### src/rtl/uop_sequencer.sv
// uop_sequencer: steps the microcode ROM, decodes 20-bit micro-ops and
// issues them to the modular arithmetic datapath over a valid/ack handshake.
// It keeps a 3-deep history of CMP results for conditional execution and
// pulses done when a RDY word is fetched or the last ROM address completes.
module uop_sequencer #(
  parameter int ADDR_W = 6
) (
  input  logic              clk,
  input  logic              rst_n,
  input  logic              start,
  output logic              busy,
  output logic              done,
  output logic [ADDR_W-1:0] rom_addr,
  input  logic [19:0]       rom_data,
  output logic              op_valid,
  output logic [2:0]        op_opcode,
  output logic [4:0]        op_src_a,
  output logic [4:0]        op_src_b,
  output logic [4:0]        op_dst,
  input  logic              op_ack,
  input  logic              op_cmp_ne,
  output logic [2:0]        flags
);

  typedef enum logic [2:0] {
    ST_IDLE,
    ST_FETCH,
    ST_DECODE,
    ST_WAIT,
    ST_DONE
  } state_t;

  typedef enum logic [2:0] {
    OP_RDY  = 3'd0,
    OP_MOV  = 3'd1,
    OP_ADD  = 3'd2,
    OP_SUB  = 3'd3,
    OP_MUL  = 3'd4,
    OP_CMP  = 3'd5,
    OP_NOP6 = 3'd6,
    OP_NOP7 = 3'd7
  } opcode_t;

  state_t              state, state_next;
  logic [ADDR_W-1:0]   addr_next;
  logic [2:0]          flags_next;
  logic                valid_next;
  logic [2:0]          opcode_next;
  logic [4:0]          src_a_next, src_b_next, dst_next;

  opcode_t             w_opcode;
  logic [4:0]          w_src_a, w_src_b, w_dst;
  logic [1:0]          w_exec;
  logic                exec_ok;
  logic                is_nop;
  logic                last_addr;

  assign w_opcode  = opcode_t'(rom_data[19:17]);
  assign w_src_a   = rom_data[16:12];
  assign w_src_b   = rom_data[11:7];
  assign w_dst     = rom_data[6:2];
  assign w_exec    = rom_data[1:0];
  assign is_nop    = (w_opcode == OP_NOP6) || (w_opcode == OP_NOP7);
  assign last_addr = &rom_addr;

  assign busy = (state != ST_IDLE);
  assign done = (state == ST_DONE);

  // Conditional-execution test against the flags held during DECODE
  always_comb begin
    exec_ok = 1'b0;
    unique case (w_exec)
      2'd0: exec_ok = 1'b1;
      2'd1: exec_ok = ~flags[2];
      2'd2: exec_ok = (flags == 3'b100);
      2'd3: exec_ok = (flags == 3'b101);
      default: exec_ok = 1'b0;
    endcase
  end

  // Next-state and next-register values for the sequencer
  always_comb begin
    state_next  = state;
    addr_next   = rom_addr;
    flags_next  = flags;
    valid_next  = op_valid;
    opcode_next = op_opcode;
    src_a_next  = op_src_a;
    src_b_next  = op_src_b;
    dst_next    = op_dst;

    unique case (state)
      ST_IDLE: begin
        if (start) begin
          addr_next  = '0;
          flags_next = '0;
          state_next = ST_FETCH;
        end
      end

      ST_FETCH: state_next = ST_DECODE;

      ST_DECODE: begin
        if (w_opcode == OP_RDY) begin
          state_next = ST_DONE;
        end else if (is_nop || !exec_ok) begin
          // Skipped word: the top address ends the program instead of wrapping
          if (last_addr) begin
            state_next = ST_DONE;
          end else begin
            addr_next  = rom_addr + 1'b1;
            state_next = ST_FETCH;
          end
        end else begin
          opcode_next = rom_data[19:17];
          src_a_next  = w_src_a;
          src_b_next  = w_src_b;
          dst_next    = w_dst;
          valid_next  = 1'b1;
          state_next  = ST_WAIT;
        end
      end

      ST_WAIT: begin
        if (op_ack) begin
          valid_next = 1'b0;
          if (op_opcode == OP_CMP) begin
            flags_next = {flags[1:0], op_cmp_ne};
          end
          if (last_addr) begin
            state_next = ST_DONE;
          end else begin
            addr_next  = rom_addr + 1'b1;
            state_next = ST_FETCH;
          end
        end
      end

      ST_DONE: state_next = ST_IDLE;

      default: state_next = ST_IDLE;
    endcase
  end

  // State and datapath-facing registers, cleared asynchronously
  always_ff @(posedge clk or negedge rst_n) begin
    if (!rst_n) begin
      state     <= ST_IDLE;
      rom_addr  <= '0;
      flags     <= '0;
      op_valid  <= 1'b0;
      op_opcode <= '0;
      op_src_a  <= '0;
      op_src_b  <= '0;
      op_dst    <= '0;
    end else begin
      state     <= state_next;
      rom_addr  <= addr_next;
      flags     <= flags_next;
      op_valid  <= valid_next;
      op_opcode <= opcode_next;
      op_src_a  <= src_a_next;
      op_src_b  <= src_b_next;
      op_dst    <= dst_next;
    end
  end

endmodule

### config.mk
export PLATFORM = sky130hd
export DESIGN_NAME = uop_sequencer
export DESIGN_NICKNAME = d
export VERILOG_FILES = /design/src/rtl/uop_sequencer.sv
export SDC_FILE = /design/constraint.sdc
export NUM_CORES = 1
export LEC_CHECK = 0
export BUFFER_PORTS_ARGS = -buffer_cell sky130_fd_sc_hd__buf_4
export CAP_MARGIN = 25
export CORE_MARGIN = 2
export CORE_UTILIZATION = 46
export CTS_BUF_LIST = sky130_fd_sc_hd__clkbuf_2
export DETAILED_ROUTE_END_ITERATION = 7
export PLACE_DENSITY = 0.77
export SYNTH_ARGS = -nofsm -noshare
export SYNTH_HDL_FRONTEND = slang
export SYNTH_SLANG_ARGS = --single-unit
### constraint.sdc
create_clock -name clk -period 1.9 [get_ports clk]
set_clock_uncertainty 0.1 [all_clocks]
set_input_delay 0.285 -clock clk [delete_from_list [all_inputs] [get_ports clk]]
set_output_delay 0.285 -clock clk [all_outputs]
set_load 0.02 [all_outputs]
# Word-level counts from Yosys, hierarchy flattened
# Index checks and enable logic that the tools add are counted.
# W data, S select, Z words.
dict set report word_totals {
  register_bits 31
  out_inout_bits 30
  in_bits 25
  elab_cells 67
}
dict set report op_classes {
  n_eq_ne 18
  n_bitwise 3
  n_reduce_logical 16
  mux 21
  add_sub_neg 1
}
# cell count
set op_table {}
lappend op_table {{$mux W6} 5}
lappend op_table {{$mux W3} 8}
lappend op_table {{$eq A3 B3 Y1 const B} 6}
lappend op_table {{$pmux W6 S3} 1}
lappend op_table {{$ne A2 B2 Y1 const B} 6}
lappend op_table {{$pmux W3 S4} 1}
lappend op_table {{$reduce_and A4 Y1} 2}
lappend op_table {{$add A6 B1 Y6 const B} 1}
lappend op_table {{$eq A3 B2 Y1 const B} 2}
lappend op_table {{$logic_not A3 Y1} 2}
lappend op_table {{$pmux W3 S2} 1}
lappend op_table {{$reduce_and A6 Y1} 1}
lappend op_table {{$reduce_bool A3 Y1} 2}
lappend op_table {{$reduce_and A5 Y1} 1}
lappend op_table {{$eq A2 B2 Y1 const B} 2}
lappend op_table {{$pmux W1 S4} 1}
lappend op_table {{$reduce_bool A2 Y1} 2}
lappend op_table {{$eq A3 B1 Y1 const B} 1}
lappend op_table {{$mux W1} 3}
lappend op_table {{$not A1 Y1} 3}
lappend op_table {{$reduce_and A3 Y1} 1}
lappend op_table {{$eq A2 B1 Y1 const B} 1}
lappend op_table {{$logic_not A2 Y1} 1}
lappend op_table {{$logic_or A1 B1 Y1} 2}
lappend op_table {{3 further kinds} 3}

# Longest topological paths before layout
# Gate-level depths: netlist (run 1).
dict set report depth {
  word_depth 7
  ltp_mapped 8
  depth_no_buf 6
}

# Least setup slack after synthesis (run 1)
# No wires, ideal clock.
dict set report synth_timing {
  path_type {flip-flop to flip-flop}
  from {register rom_addr[0]}
  to {register rom_addr[0]}
  slack_ns -0.161
  setup_ns 0.118
  arrival_ns 1.843
  required_ns 1.682
  period_less_slack_ns 2.061
  stages_incl_launch_ff 8
  path_cell_list {dfrtp_1 > ha_1 > and3_1 > a31oi_1 > nand3b_4 > or2_1 > buf_2 > a21o_1}
}
dict set report synth_between {
  elab_chain_cells 5
  elab_cells_between_ends 7
}
# item line_no
set synth_rtl {}
lappend synth_rtl {{start, declared} 13} ;# output logic [ADDR_W-1:0] rom_addr,
lappend synth_rtl {{start signal, assigned} 158} ;# rom_addr <= addr_next;
lappend synth_rtl {{$add A6 B1 Y6 or $reduce_and A6 Y1 (tied branches)} {111, 133, 64}}
lappend synth_rtl {{$mux W6 *} {108, 130}}
lappend synth_rtl {{$mux W6} 106} ;# end else if (is_nop || !exec_ok) begin
lappend synth_rtl {{$mux W6} 104} ;# if (w_opcode == OP_RDY) begin
lappend synth_rtl {{$pmux W6 S3 *} 92} ;# unique case (state)
# Every way passes the cells marked *; elsewhere a longest branch is shown, timed or not. The select of a mux whose other input is x is not followed.
# A chain may end at the register's enable or synchronous reset.

# Final worst setup path (run 1)
dict set report layout_timing {
  from {register rom_addr[0]}
  to {register rom_addr[3]}
}
# The elaborated chain is that of the path after synthesis.

==> impl_metrics.csv, run 1 <==
group,metric,value,unit
run_status,status,"finished clean",
cts,cts-buffers-inserted,5,
setup_path,reg2reg_from,"rom_addr[0]",
synthesis,synth-main-ff-cell,"dfrtp_1",
finish,area_delta_synth_final,39.4,%
finish,fin_nets,228,
die,fp.dieArea,0.00392,sq mm
die,die-width,62.6,um
global_route,grt_pass1_vias,1349,
sta,setup_viol,0,
synthesis,ys_seq_area_frac,0.491,
die,fp.dieH,62.6,um
synthesis,syn_area,0.00158,sq mm
routing,wl,3840,um
cts,clk_latency,360,ps
cts,clkSinkCount,31,
power,total_leakage_power,1.05,nW
setup_path,path_class,"reg -> reg",
power,pwr-share-clk,0.091,
synthesis,yosys-top-cells-area,"dfrtp_1, mux2_4, mux2_2",
place,port_buffers,54,
power,fin_total_pwr,0.00329,W
finish,final_cells,248,
routing,vias,1343,
setup_path,worstPathRequired,2090,ps
synthesis,yosysUniqueCellTypes,43,
place,gp_congestion,0.726,
global_route,antenna_found_initial,0,
die,design.core.area,0.00331,sq mm
synthesis,syn_area_per_cell,12.1,sq um
routing,drc,0,
routing,dr.pass1.iters,4,
routing,ant_nets,0,
sta,period_share,0.960,
cts,root_buffer,"clkbuf_2",
finish,final_cell_mix,"buf_4, dfrtp_1, mux2_4",
power,switching_power,0.00136,W
setup_path,start_kind,"flip-flop",
sta,maxSlewHeadroom,0.690,
power,p_comb_frac,0.565,
finish,final_common_cell,"buf_4",
worst_hold_path,holdCritStartpoint,"rom_data[15]",
setup_path,crit_path_end_kind,"flip-flop",
die,start_util,0.477,
finish,nFillCells,277,
global_route,grt.total_usage,0.196,
synthesis,yosysTopAreaCell,"dfrtp_1",
cts,clock_path_buffers,2,
die,rows,21,
routing,drt_iter0_drc,43,
power,ir_worst_vdd,0.777,mV
routing,drt-vias-per-instance,5.42,
global_route,grt_overflow_total,0,
place,dp_hpwl,2770,um
sta,fmax,548,MHz
synthesis,syn_inst,131,
synthesis,synth_edf_count,0,
finish,diodes,0,
synthesis,ys_ff_latch,31,
global_route,grt_start_max_net_pins,32,
sta,hold_viol,0,
die,io_pins,55,
power,p_sw_frac,0.414,
setup_path,crit_arrival,2020,ps
worst_hold_path,hold_path.class,"in -> reg",
cts,cts_tree,"done",
setup_path,crit_fanout,7,
sta,worstMarginPinSlew,463,ps
sta,drv_slew,0,
power,power_density,1490,mW/mm^2
cts,htreeDepth,2,
global_route,grt_pass1_wl,5960,um
synthesis,yosys_warnings,0,
place,placedCellCount,234,
setup_path,startpoint,"rom_addr[0]",
power,internal-power,0.00193,W
synthesis,syn_nets,157,
cts,clk_pin_slew,160,ps
synthesis,netlist.area_leader.share,0.491,
finish,drive_gt1_frac,0.530,
job,maxCapViolations,0,
sta,post-route-min-period,1820,ps
synthesis,async_flop_share,1.00,
power,seq_power_share,0.345,
routing,wire_per_inst,15.5,um
through the flow:
stage           util  instance area [sq um]  hold WS, ps  setup TNS [ps]  worst slack [ps]
2_1_floorplan      -                   1610         -111               0              10.9
3_3_place_gp   0.626                   2070          134               0              45.8
3_5_place_dp   0.626                   2070          141               0              5.23
4_1_cts        0.640                   2120         8.04               0              13.5
5_1_grt        0.665                   2200         3.02           -21.8             -8.12
6_report       0.665                   2200         41.2               0              75.3
cell type report:
type                       count  area (sq um)  share of cell area
inverter                       2          7.51             0.00341
clock inverter                 2          8.76             0.00398
multi-input combinational     92           778               0.354
clock buffer                   5          25.0              0.0114
sequential                    31           778               0.354
tap                           46          57.6              0.0262
timing repair buffer          70           546               0.248
critical path: stages (launching register included):
cell	delay, ps
dfrtp_2	460
ha_4	170
and3_4	170
a31oi_4	200
nand3b_4	140
or2_4	300
o31ai_2	220
repair_timing:
| item | 4_1_cts | 5_1_grt |
|---|---|---|
| buffers inserted | 0 | 1 |
| pin swaps | 0 | 1 |
| endpoints found under the hold margin | 31 | 4 |
| hold buffers | 1 | 4 |
| cloned | 0 | 1 |
| endpoints found under the setup margin | 4 | 15 |
| resized for setup | 1 | 5 |
synth_stat cells, types with 3 or more instances:
library cell,n
a21oi_1,4
a31oi_1,3
and3_1,5
buf_6,3
dfrtp_1,31
mux2_2,9
mux2_4,10
nand2_1,8
nand2b_1,3
nand3_1,3
nor2_1,5
o21ai_0,4
o31ai_1,3
o31ai_2,3
or3_1,3
routing by layer:
layer,part of all wire,vias to the layer above,global-route usage
met5,0,-,0
met4,0.017,0,0.0889
met3,0.067,9,0.0883
met2,0.51,48,0.329
met1,0.40,662,0.213
li1,-,624,-
flip-flops by register name (all words and copies together) (netlist names):
signal and count:
op_dst 5, op_src_a 5, state 3, op_src_b 5
op_opcode 3, op_valid 1, flags 3, rom_addr 6
cells by family (layout without fill, tap and decap cells):
| logic type | after synthesis | in the layout | synth area share |
|---|---|---|---|
| AND/OR/NAND/NOR | 44 | 45 | 0.167 |
| buffers and inverters | 9 | 79 | 0.0491 |
| flip-flops | 31 | 31 | 0.491 |
| adder cells (fa/ha/maj) | 1 | 1 | 0.00792 |
| multiplexers | 19 | 19 | 0.159 |
| AO/OA/AOI/OAI | 27 | 27 | 0.125 |
path summary, 6_finish.rpt:
kind | slack [ps] | cells after the start | endpoint
max | 80 | 6 | rom_addr[3]
min | 40 | 2 | op_src_a[3]
max reg2reg | 80 | 6 | rom_addr[3]
min reg2reg | 430 | 1 | op_src_b[3]
max in group asynchronous | 1130 | 2 | rom_addr[1]
min in group asynchronous | 270 | 2 | op_src_a[3]
power by group through the flow:
stage | Sequential, W | Clock (W) | Combinational (W)
floorplan | 0.00144 | 0 | 0.000785
global placement | 0.00113 | 0 | 0.00172
detailed placement | 0.00114 | 0 | 0.00176
CTS | 0.00113 | 0.000309 | 0.00178
global route | 0.00117 | 0.000344 | 0.00198
finish | 0.00113 | 0.000298 | 0.00186
Note: power is estimated with default switching activity, not from simulation.
==> run 2, diff against run 1 <==
- CORE_UTILIZATION: 46 -> 45
- PLACE_DENSITY: 0.77 -> 0.76
==> run 2 against run 1 <==
  * Die area up 2.1%
  * Sequential cell count unchanged
  * Cell count down 0.81%
==> impl_metrics.csv, run 2 (synthesis results as in run 1) <==
group,metric,value,unit
run_status,status,"finished clean",
power,ir_worst_vdd,0.592,mV
place,postPlaceCellArea,0.00207,sq mm
place,dp_hpwl,2620,um
worst_hold_path,hold_path.class,"in -> reg",
cts,clk_pin_slew,160,ps
routing,drc,0,
setup_path,start_kind,"flip-flop",
finish,final_cells,246,
power,power_density,1510,mW/mm^2
sta,worstMarginPinSlew,562,ps
cts,root_buffer,"clkbuf_2",
finish,nFillCells,276,
setup_path,crit_arrival,2010,ps
sta,drv_slew,0,
global_route,antenna_found_initial,0,
setup_path,worstPathRequired,2080,ps
routing,wl_met2,1910,um
setup_path,reg2reg_slack,60,ps
place,port_buffers,54,
setup_path,crit_path_end_kind,"flip-flop",
finish,multi_input_area,788,sq um
power,total_leakage_power,1.05,nW
finish,largest_reg_flops,6,
finish,diodes,0,
sta,setup_viol,0,
cts,cts_tree,"done",
die,rows,21,
die,die-width,63.2,um
routing,dr.pass1.iters,4,
finish,final_cell_mix,"buf_4, dfrtp_1, mux2_4",
die,design.core.area,0.00336,sq mm
global_route,grt_overflow_total,0,
sta,post-route-min-period,1840,ps
die,io_pins,55,
job,maxCapViolations,0,
sta,hold_viol,0,
finish,drive_gt1_frac,0.555,
cts,clkSinkCount,31,
cts,clock_path_buffers,2,
routing,wl_met1,1620,um
die,start_util,0.469,
cts,cts-buffers-inserted,5,
finish,design_area,0.00220,sq mm
sta,period_share,0.967,
sta,maxSlewHeadroom,0.624,
setup_path,path_class,"reg -> reg",
finish,fin_nets,225,
routing,drt-vias-per-instance,5.40,
global_route,grt_pass1_vias,1266,
sta,fmax,544,MHz
global_route,grt_pass1_wl,5940,um
global_route,grt_start_max_net_pins,32,
routing,ant_nets,0,
routing,vias,1329,
routing,top_layer,"met4",
place,placedCellCount,233,
sta,rsz0062_at_grt,"false",
cts,htreeDepth,2,
routing,wl_met3,278,um
global_route,grt.total_usage,0.190,
routing,wire_per_inst,15.6,um
die,fp.dieH,63.2,um
finish,seq_area,779,sq um
routing,drt_iter0_drc,74,
place,gp_congestion,0.783,
cts,clk_latency,360,ps
finish,area_delta_synth_final,39.5,%
setup_path,crit_fanout,7,
sta,finalSetupTns,0,ps
sta,timing.hold.ws,25.8,ps
finish,largest-register,"rom_addr",
finish,final_common_cell,"buf_4",
finish,post-route-util,0.655,
routing,wl,3850,um
die,fp.dieArea,0.00400,sq mm
[run 2: cell count changes in the layout (fill, tap and decap cells not counted), sizes merged]
cell | previous run | this run
and2 | 4 | 3
dlygate4sd3 | 5 | 1
clkbuf | 5 | 7
buf | 65 | 67
clkinv | 2 | 1
[run 2: worst max-delay path, cell delays in order (launching register included)]
cell and delay, ps:
dfrtp_2 460, ha_4 180, and3_4 170, a31oi_4 150, nand3b_4 140, or2_4 330
o31ai_4 220
[run 2: repair_timing]
item	4_1_cts	5_1_grt
setup buffers	0	4
pin swaps	0	3
gates resized for setup	1	7
hold buffers	1	0
hold endpoints to repair	31	0
setup endpoints to repair	1	13
[run 2: routing by layer]
metal / track usage / vias to the layer above
li1: - / 616
met1: 0.256 / 654
met2: 0.302 / 53
met3: 0.0571 / 6
met4: 0.0489 / 0
met5: 0 / -
[run 2: area by class of cell]
cell class,instances,share of cell area
Sequential cell,31,0.354
Multi-Input combinational cell,91,0.358
Clock buffer,7,0.0159
Inverter,2,0.00341
Tap cell,46,0.0261
Timing Repair Buffer,68,0.240
Clock inverter,1,0.00227
[run 2: worst paths after layout]
path	from	end	cells after the start
min in group asynchronous	rst_n	op_dst[3]	2
worst min-delay path	op_ack	op_valid	2
worst max register to register	rom_addr[1]	rom_addr[2]	6
worst min register to register	op_src_a[0]	op_src_a[0]	1
max in group asynchronous	rst_n	state[0]	2
worst max-delay path	rom_addr[1]	rom_addr[2]	6
[run 2: through the flow]
step | power, W | worst slack [ps]
floorplan | 0.00222 | 10.9
global placement | 0.00282 | 49.4
detailed placement | 0.00287 | -20.3
CTS | 0.00322 | 6.37
global route | 0.00354 | 7.27
finish | 0.00333 | 63.2
[run 2: where the power goes]
group          internal, W  switching (W)  leakage, nW  total (W)
combinational     0.000915       0.000955        0.630    0.00187
clock             0.000101       0.000219       0.0330   0.000319
sequential        0.000933       0.000210        0.387    0.00114
total              0.00195        0.00138         1.05    0.00333
